==> src/rtl/muldiv_unit.sv <==
// Multi-cycle MUL/MULHU/DIVU/REMU responder (shift-add / restoring); `define MULDIV_SIGNED_EN adds MULH/DIV/REM.
// Latency: resp_valid DATA_WIDTH cycles after accept; unsupported op, divide-by-zero and overflow answer at accept.
// Backpressure: one op in flight; req_ready stays low until the response is taken with resp_ready.
module muldiv_unit #(
   parameter int DATA_WIDTH    = 32,
   parameter int OPCODE_LENGTH = 4
) (
   input  logic                     clk,
   input  logic                     reset,
   input  logic                     flush,
   input  logic                     req_valid,
   output logic                     req_ready,
   input  logic [OPCODE_LENGTH-1:0] req_op,
   input  logic [DATA_WIDTH-1:0]    req_a,
   input  logic [DATA_WIDTH-1:0]    req_b,
   output logic                     resp_valid,
   input  logic                     resp_ready,
   output logic [DATA_WIDTH-1:0]    resp_result,
   output logic                     resp_err
);
   localparam int W  = DATA_WIDTH;
   localparam int CW = $clog2(W + 1);

   localparam logic [OPCODE_LENGTH-1:0] OP_MUL   = OPCODE_LENGTH'(4'b1010);
   localparam logic [OPCODE_LENGTH-1:0] OP_MULHU = OPCODE_LENGTH'(4'b1011);
   localparam logic [OPCODE_LENGTH-1:0] OP_DIVU  = OPCODE_LENGTH'(4'b1100);
   localparam logic [OPCODE_LENGTH-1:0] OP_REMU  = OPCODE_LENGTH'(4'b1101);
`ifdef MULDIV_SIGNED_EN
   localparam logic [OPCODE_LENGTH-1:0] OP_MULH  = OPCODE_LENGTH'(4'b1110);
   localparam logic [OPCODE_LENGTH-1:0] OP_DIV   = OPCODE_LENGTH'(4'b0110);
   localparam logic [OPCODE_LENGTH-1:0] OP_REM   = OPCODE_LENGTH'(4'b0111);
`endif
   localparam logic [W-1:0] MIN_NEG = {1'b1, {(W-1){1'b0}}};

   typedef enum logic [1:0] {IDLE, BUSY, DONE} state_t;

   state_t         state;
   logic [CW-1:0]  count;
   logic [W-1:0]   hi;        // product high half / partial remainder
   logic [W-1:0]   lo;        // multiplier bits / dividend-then-quotient bits
   logic [W-1:0]   opnd;      // multiplicand or divisor magnitude
   logic           mode_mul;
   logic           want_hi;
   logic           want_rem;
   logic           neg_res;

   logic           dec_ok, dec_mul, dec_hi, dec_rem, dec_sgn;
   logic           a_neg, b_neg, b_zero, ovf;
   logic [W-1:0]   a_mag, b_mag;

   logic [W:0]     mul_sum, div_shift, div_diff;
   logic [W-1:0]   hi_n, lo_n, div_sel, fin;
   logic [2*W-1:0] prod;

   assign req_ready = (state == IDLE) && !reset;

   always_comb begin
      dec_ok  = 1'b1;
      dec_mul = 1'b0;
      dec_hi  = 1'b0;
      dec_rem = 1'b0;
      dec_sgn = 1'b0;
      case (req_op)
         OP_MUL:   dec_mul = 1'b1;
         OP_MULHU: begin dec_mul = 1'b1; dec_hi = 1'b1; end
         OP_DIVU:  begin end
         OP_REMU:  dec_rem = 1'b1;
`ifdef MULDIV_SIGNED_EN
         OP_MULH:  begin dec_mul = 1'b1; dec_hi = 1'b1; dec_sgn = 1'b1; end
         OP_DIV:   dec_sgn = 1'b1;
         OP_REM:   begin dec_rem = 1'b1; dec_sgn = 1'b1; end
`endif
         default:  dec_ok = 1'b0;
      endcase
   end

   // Signed ops iterate on magnitudes; -2^(W-1) maps onto itself, which is the right unsigned value.
   assign a_neg  = dec_sgn & req_a[W-1];
   assign b_neg  = dec_sgn & req_b[W-1];
   assign a_mag  = a_neg ? -req_a : req_a;
   assign b_mag  = b_neg ? -req_b : req_b;
   assign b_zero = (req_b == '0);
   assign ovf    = dec_sgn && !dec_mul && (req_a == MIN_NEG) && (req_b == '1);

   always_comb begin
      mul_sum   = {1'b0, hi} + (lo[0] ? {1'b0, opnd} : '0);
      div_shift = {hi, lo[W-1]};
      div_diff  = div_shift - {1'b0, opnd};
      if (mode_mul) begin
         hi_n = mul_sum[W:1];
         lo_n = {mul_sum[0], lo[W-1:1]};
      end else if (!div_diff[W]) begin
         hi_n = div_diff[W-1:0];
         lo_n = {lo[W-2:0], 1'b1};
      end else begin
         hi_n = div_shift[W-1:0];
         lo_n = {lo[W-2:0], 1'b0};
      end
   end

   // Sign fix-up applied to the value produced by the last iteration.
   always_comb begin
      prod    = neg_res ? -{hi_n, lo_n} : {hi_n, lo_n};
      div_sel = want_rem ? hi_n : lo_n;
      if (mode_mul)
         fin = want_hi ? prod[2*W-1:W] : prod[W-1:0];
      else
         fin = neg_res ? -div_sel : div_sel;
   end

   always_ff @(posedge clk) begin
      if (reset) begin
         state       <= IDLE;
         count       <= '0;
         resp_valid  <= 1'b0;
         resp_result <= '0;
         resp_err    <= 1'b0;
         hi          <= '0;
         lo          <= '0;
         opnd        <= '0;
         mode_mul    <= 1'b0;
         want_hi     <= 1'b0;
         want_rem    <= 1'b0;
         neg_res     <= 1'b0;
      end else if (flush) begin
         state       <= IDLE;
         count       <= '0;
         resp_valid  <= 1'b0;
         resp_result <= '0;
         resp_err    <= 1'b0;
      end else begin
         case (state)
            IDLE: begin
               if (req_valid) begin
                  mode_mul <= dec_mul;
                  want_hi  <= dec_hi;
                  want_rem <= dec_rem;
                  neg_res  <= dec_rem ? a_neg : (a_neg ^ b_neg);
                  hi       <= '0;
                  lo       <= dec_mul ? b_mag : a_mag;
                  opnd     <= dec_mul ? a_mag : b_mag;
                  resp_err <= 1'b0;
                  if (!dec_ok) begin
                     state       <= DONE;
                     resp_valid  <= 1'b1;
                     resp_result <= '0;
                     resp_err    <= 1'b1;
                  end else if (!dec_mul && b_zero) begin
                     state       <= DONE;
                     resp_valid  <= 1'b1;
                     resp_result <= dec_rem ? req_a : '1;
                  end else if (ovf) begin
                     state       <= DONE;
                     resp_valid  <= 1'b1;
                     resp_result <= dec_rem ? '0 : req_a;
                  end else begin
                     state <= BUSY;
                     count <= CW'(W);
                  end
               end
            end
            BUSY: begin
               hi    <= hi_n;
               lo    <= lo_n;
               count <= count - CW'(1);
               if (count == CW'(1)) begin
                  state       <= DONE;
                  resp_valid  <= 1'b1;
                  resp_result <= fin;
               end
            end
            DONE: begin
               if (resp_ready) begin
                  state      <= IDLE;
                  resp_valid <= 1'b0;
               end
            end
            default: state <= IDLE;
         endcase
      end
   end
endmodule

==> config.mk <==
export PLATFORM = sky130hd
export DESIGN_NAME = muldiv_unit
export DESIGN_NICKNAME = d
export VERILOG_FILES = /design/src/rtl/muldiv_unit.sv
export SDC_FILE = /design/constraint.sdc
export NUM_CORES = 1
export LEC_CHECK = 0
export ABC_AREA = 1
export CAP_MARGIN = 25
export CORE_ASPECT_RATIO = 1.2
export CORE_MARGIN = 5
export CORE_UTILIZATION = 45
export CTS_CLUSTER_SIZE = 10
export DETAILED_ROUTE_END_ITERATION = 8
export PLACE_DENSITY = 0.62
export SLEW_MARGIN = 20
export SYNTH_ARGS = -nofsm -noshare
export SYNTH_HDL_FRONTEND = slang
export SYNTH_SLANG_ARGS = --single-unit
==> constraint.sdc <==
create_clock -name clk -period 2.72 [get_ports clk]
set_input_delay 0.544 -clock clk [delete_from_list [all_inputs] [get_ports clk]]
set_output_delay 0.544 -clock clk [all_outputs]
set_load 0.05 [all_outputs]
## Word level (Yosys, flattened, before mapping)

Index checks and enable logic that the tools add are counted.
W data, S select, Z words.

- Add/subtract/negate cells: 3
- Equality and inequality tests: 13
- Multiplexer cells: 41
- Bitwise gates (word level): 1
- Reductions and logical operators: 18

Operator list:

| cell | number |
|---|---|
| $mux W32 | 16 |
| $pmux W32 S2 | 3 |
| $add A32 B32 Y33 | 1 |
| $sub A33 B32 Y33 | 1 |
| $logic_not A32 Y1 | 1 |
| $mux W6 | 3 |
| $eq A4 B4 Y1 const B | 4 |
| $pmux W6 S2 | 1 |
| $mux W1 | 11 |
| $mux W2 | 5 |
| $ne A2 B2 Y1 const B | 5 |
| $reduce_and A3 Y1 | 3 |
| $reduce_and A4 Y1 | 2 |
| $eq A6 B1 Y1 const B | 1 |
| $pmux W2 S3 | 1 |
| $sub A6 B1 Y6 const B | 1 |
| $reduce_and A5 Y1 | 1 |
| $reduce_or A2 Y1 | 2 |
| $reduce_or A4 Y1 | 1 |
| $ne A3 B2 Y1 const B | 1 |
| $pmux W1 S3 | 1 |
| $reduce_bool A3 Y1 | 1 |
| $eq A2 B1 Y1 const B | 1 |
| $eq A2 B2 Y1 const B | 1 |
| 6 further kinds | 8 |

- Bits in registers: 141
- Bits of input ports: 73
- Output and inout port bits: 35
- Logic and storage cells: 87

## Logic depth before layout (Yosys ltp)

- Depth in word-level cells: 9
- Mapped depth: 22
- Mapped depth without buffers: 22

## Least setup slack after synthesis

Ideal clock, no wire load.

- Path kind: reg-to-reg
- From: reg lo[0]
- To: reg resp_result[21]
- Setup time: 67 ps
- Arrival time: 2,396 ps
- Data required time: 2,653 ps
- Setup slack: 258 ps
- Cell stages (with the launch flop): 21
- Buffers on the path: 2
- Clock period less this slack: 2,462 ps
- Cells stage by stage: dfxtp_1 -> clkbuf_1 -> clkbuf_1 -> nand2_1 -> inv_1 -> ha_1 -> nand2_1 -> nand2_1 -> o21ai_1 -> o21ai_0 -> nand2_1 -> nand2_1 -> a21oi_1 -> inv_1 -> nand2_1 -> nand3_1 -> nand3_1 -> nand2_1 -> nand2_1 -> nand2_1 -> a21oi_2

- Word-level cells in the longest chain between the ends: 7
- Elaborated cells on any way between the ends: 8
- Classes of those cells: add/sub (1); mux (7)

RTL lines:

| item | RTL line | source |
|---|---|---|
| start: declaration | 40 | `logic [W-1:0] lo;` |
| start signal: assignment | 140 | `lo <= dec_mul ? b_mag : a_mag;` |
| start signal: assignment | 164 | `lo <= lo_n;` |
| $mux W32 * | 86 | `mul_sum = {1'b0, hi} + (lo[0] ? {1'b0, opnd} : '0);` |
| $add A32 B32 Y33 * | 86 |  |
| $mux W32 * | 89 | `if (mode_mul) begin` |
| $mux W32 (on tied branches) | 104, 106 |  |
| $mux W32 * | 105 | `if (mode_mul)` |
| $mux W32 * | 166 | `if (count == CW'(1)) begin` |
| $pmux W32 S2 * | 132 | `case (state)` |
| end signal: assignment | 151 | `resp_result <= dec_rem ? req_a : '1;` |
| end signal: assignment | 155 | `resp_result <= dec_rem ? '0 : req_a;` |
| end signal: assignment | 169 | `resp_result <= fin;` |
| end: declaration | 18 | `output logic [DATA_WIDTH-1:0] resp_result,` |

Every way passes the cells marked *; elsewhere a longest branch is shown, timed or not. The select of a mux whose other input is x is not followed.
A chain may end at the register's enable or synchronous reset.

## Worst setup path after layout

- From: reg lo[31]
- To: reg resp_result[1]

- Word-level cells in the longest chain between the ends: 7
- Elaborated cells on any way between the ends: 8
- Classes of those cells: add/sub (1); mux (7)

RTL lines:

| item | RTL line | source |
|---|---|---|
| $sub A33 B32 Y33 * | 88 | `div_diff = div_shift - {1'b0, opnd};` |
| $mux W32 * | 92 | `end else if (!div_diff[W]) begin` |
| $mux W32 * | 89 |  |
| $mux W32 (on tied branches) | 104, 106 |  |
| $mux W32 * | 105 |  |
| $mux W32 * | 166 |  |
| $pmux W32 S2 * | 132 |  |

Marks and branches as above.

==> run_results.csv <==
group,metric,value,unit
timing,setup_viol,0,
routing,route.detailed.drc,0,
die,floorplan.die.height,200.8,microns
worst_setup_path,cp_top_family,"simple AND/OR/NAND/NOR gates",
timing,fin_crit,2707,ps
timing,tightest_slew,924.8,ps
cts,clkTransAtPathRegs,70,ps
timing,max-slew-margin-rel,0.3820,
synthesis,post_synth_num_cell_types,42,
synthesis,ys_dominant_reg_cell,"sky130_fd_sc_hd__dfxtp_1",
global_route,groute.usage.overall,0.3188,
routing,wire_per_inst,18.84,microns
worst_setup_path,crit_fanout,7,
synthesis,ys.warnings.count,0,
global_route,grt_max_degree,97,
timing,slew_viol_final,0,
pwr,power.internal,0.004327,W
pwr,power_frac_clock,0.323,
cts,clock_tree.htree_level_count,4,
die,die-width,169.0,microns
global_route,grt_antenna_before_repair,0,
worst_setup_path,critical_path.most_common_cell,"sky130_fd_sc_hd__nand2_2",
pwr,power.density_cell_area,369.2,nW/um^2
timing,fmax,369.4,MHz
final_layout,share_of_post_route_cells_with_drive_strength_above_1,0.2464,
cts,clock-root-buffer,"sky130_fd_sc_hd__clkbuf_16",
die,coreArea,29780,sq um
routing,detail_route.first_pass.iterations,8,
worst_setup_path,setup.worst_path.start_class,"flip-flop",
final_layout,antenna_cells,0,
synthesis,synth-edff-count,0,
synthesis,mappedNetlistArea,13650,sq um
die,fp.dieArea,33940,sq um
timing,post-route-period-util,0.9953,
placement,post-dp-hpwl,44.07,mm
die,initial_core_util,0.4584,
worst_setup_path,slowest_stage,"sky130_fd_sc_hd__fa_2",
synthesis,asyncSetResetFlopFracSynth,0,
final_layout,final.fill_count,2862,
timing,fin_skew,10.58,ps
die,pin_count,108,
global_route,grt_pass1_wl,86.24,mm
synthesis,synth.ff_latch_count,141,
routing,final_antenna_net_count,0,
worst_hold_path,holdCritPathClass,"primary input to flip-flop",
cts,cts_made_buffers,17,
synthesis,synth_top_cell_by_area,"sky130_fd_sc_hd__nand2_1",
cts,tritoncts_num_sinks,141,
worst_setup_path,critical_path_class,"flip-flop to flip-flop",
pwr,p_total,0.007006,W
pwr,comb_power_share,0.355,
synthesis,postSynthAreaPerCell,5.624,sq um
cts,cts_tree,"built",
pwr,power_switching_share,0.3824,
status,status,"finished, final reports clean",
final_layout,layout-area-overhead-vs-synth,38.97,%
final_layout,regArea,2865,sq um
worst_setup_path,crit_arrival,3080,ps
routing,routed_wirelength,58.20,mm
pwr,power.switching,0.002679,W
run,max-cap-violations,0,
timing,fin_tns_setup,0,ps
pwr,static-leakage-power,8.926,nW
worst_setup_path,slowest_delay,380,ps
pwr,highest_ir_drop_seen_on_vdd,0.0004340,V
synthesis,post_synth_inst_count,2428,
synthesis,synth_seq_area_share,0.2067,
synthesis,synth.top_cell.area_share,0.2122,
routing,detailroute.via_count,16920,
pwr,fraction_of_power_consumed_by_sequential_logic,0.321,
placement,port_buffers,107,
global_route,grt-ovfl-total,0,
synthesis,synth_area_leaders,"sky130_fd_sc_hd__nand2_1 21%, sky130_fd_sc_hd__dfxtp_1 21%, sky130_fd_sc_hd__a21oi_1 12%",
cts,insertion_delay,440,ps
worst_setup_path,critical_path.endpoint_type,"flip-flop",
final_layout,multi_input_comb_area,10770,sq um
die,core.rowCount,69,
worst_setup_path,worst-endpoint-required,3100,ps
cts,cts_buffer_depth,2,
placement,place_worst_setup_slack,-567.6,ps
worst_setup_path,crit_chain,"inv_2, ha_4, inv_4, fa_2, nand2_2, nand2_2, nand3_2, nand2_2, nand2_2, nand2_4, nand2_8, nand2_8, nand2_8, nand2_8, clkbuf_16, nand2_2, nand3_2, nand3_2, nand2_2, nand2_4, nand2_2, a21oi_2",
placement,dpl_cells,3045,
routing,dr.first_iter.drc_count,1604,
final_layout,fin_nets,2827,
global_route,first_global_vias,15610,
timing,setup_repair_after_global_routing_missed_its_margin,"yes",
placement,finalWeightedCongestion,1.001,
synthesis,synthesis.nets,2569,
routing,viasPerCell,5.476,
timing,hold_viol_final,0,
worst_setup_path,critPathBufInv,3,
final_layout,fin_cells,3089,
timing,setup_ws,12.73,ps
## cell type report
type	count	share of cell area
multi-input cells	1847	0.5677
repair buffers	349	0.1615
flip-flops and latches	141	0.1510
inverters	330	0.06541
well taps	390	0.02572
clock buffers	20	0.02407
clock inverters	12	0.004616
## cells by family (layout without fill, tap and decap cells)
kind of cell / Yosys count / in the layout / synth area share
compound gates: 582 / 582 / 0.2239
flops: 141 / 141 / 0.2067
buf+inv: 441 / 711 / 0.1251
xor+xnor: 26 / 26 / 0.01668
fa+ha+maj: 68 / 68 / 0.06341
simple gates: 1170 / 1171 / 0.3642
## cells in the mapped netlist, types with 4 or more instances
library cell                 n
sky130_fd_sc_hd__xor2_1     12
sky130_fd_sc_hd__nand3_1   131
sky130_fd_sc_hd__a21oi_1   321
sky130_fd_sc_hd__inv_1     322
sky130_fd_sc_hd__clkbuf_1   86
sky130_fd_sc_hd__ha_1       66
sky130_fd_sc_hd__nand3b_1   16
sky130_fd_sc_hd__nand2_4     4
sky130_fd_sc_hd__or2_2       5
sky130_fd_sc_hd__o21bai_1    8
sky130_fd_sc_hd__buf_2      15
sky130_fd_sc_hd__a21o_1      8
sky130_fd_sc_hd__nand2_1   772
sky130_fd_sc_hd__nand3_2    27
sky130_fd_sc_hd__buf_6       4
sky130_fd_sc_hd__o22ai_1    13
sky130_fd_sc_hd__nor2_1    154
sky130_fd_sc_hd__nor3_1     10
sky130_fd_sc_hd__nor2_2      4
sky130_fd_sc_hd__nand2_2    16
sky130_fd_sc_hd__dfxtp_1   141
sky130_fd_sc_hd__xnor2_1    14
sky130_fd_sc_hd__nand4_1    18
sky130_fd_sc_hd__o21ai_0   204
sky130_fd_sc_hd__a21oi_2    14
sky130_fd_sc_hd__inv_2       8
sky130_fd_sc_hd__buf_1       5
sky130_fd_sc_hd__nor4_1      8
## per-stage QoR
stage / cell area (sq um) / utilization / hold slack [ps]
after floorplan: 13650 / - / 453.2
after global placement: 16630 / 0.5583 / 464.5
after detailed placement: 16630 / 0.5583 / 458.7
after CTS: 17300 / 0.5809 / 454.7
after global routing: 18980 / 0.6371 / 463.9
final: 18980 / 0.6371 / 459.1
## timing repair
| action | 4_1_cts | 5_1_grt |
|---|---|---|
| gates cloned | 0 | 5 |
| gates resized for setup | 26 | 360 |
| hold buffers | 0 | 0 |
| endpoints found under the hold margin | 0 | 0 |
| buffers inserted | 1 | 6 |
| endpoints found under the setup margin | 36 | 63 |
| pin swaps | 5 | 60 |
## worst paths after layout
path,startpoint,to,slack (ps),depth (start not counted)
setup / recovery,lo[31],resp_result[1],10,22
hold / removal,reset,opnd[13],460,2
setup reg to reg,lo[31],resp_result[1],10,22
hold reg to reg,resp_valid,resp_valid,470,2
## flip-flops by register name, summed over array words and instances, names as in the netlist
register     flops
want_hi          1
state            2
resp_valid       1
hi              32
resp_err         1
lo              32
mode_mul         1
opnd            32
count            6
resp_result     32
want_rem         1
## placed cells by master, fill, tap and decap left out, types with 16 or more instances in the layout
cell type	synthesis	layout
sky130_fd_sc_hd__nand2_1	772	672
sky130_fd_sc_hd__ha_4	0	36
sky130_fd_sc_hd__o21ai_0	204	188
sky130_fd_sc_hd__nand2_4	4	17
sky130_fd_sc_hd__dfxtp_1	141	111
sky130_fd_sc_hd__clkbuf_16	0	20
sky130_fd_sc_hd__ha_1	66	25
sky130_fd_sc_hd__dfxtp_2	0	28
sky130_fd_sc_hd__nand3b_1	16	16
sky130_fd_sc_hd__clkdlybuf4s50_1	0	105
sky130_fd_sc_hd__nor2_2	4	17
sky130_fd_sc_hd__a21oi_1	321	282
sky130_fd_sc_hd__nand3_4	0	17
sky130_fd_sc_hd__nand3_1	131	80
sky130_fd_sc_hd__nand3_2	27	61
sky130_fd_sc_hd__nand2_2	16	97
sky130_fd_sc_hd__nand4_1	18	18
sky130_fd_sc_hd__a21oi_2	14	52
sky130_fd_sc_hd__buf_4	1	228
sky130_fd_sc_hd__inv_1	322	318
sky130_fd_sc_hd__nor2_1	154	130
## power by group through the flow
stage	clock network, W	logic (W)	registers, W
6_report	0.00226	0.00249	0.00225
5_1_grt	0.00235	0.00269	0.00226
4_1_cts	0.00227	0.00216	0.00224
3_5_place_dp	0	0.00213	0.00229
3_3_place_gp	0	0.00213	0.00229
2_1_floorplan	0	0.00117	0.00234
## per-layer routing
layer	share of wire	GRT usage
met1	0.42	0.4305
met3	0.077	0.05771
met4	0.023	0.07564
met2	0.48	0.5287
met5	0	0
Power figures use the tool's default switching activity.
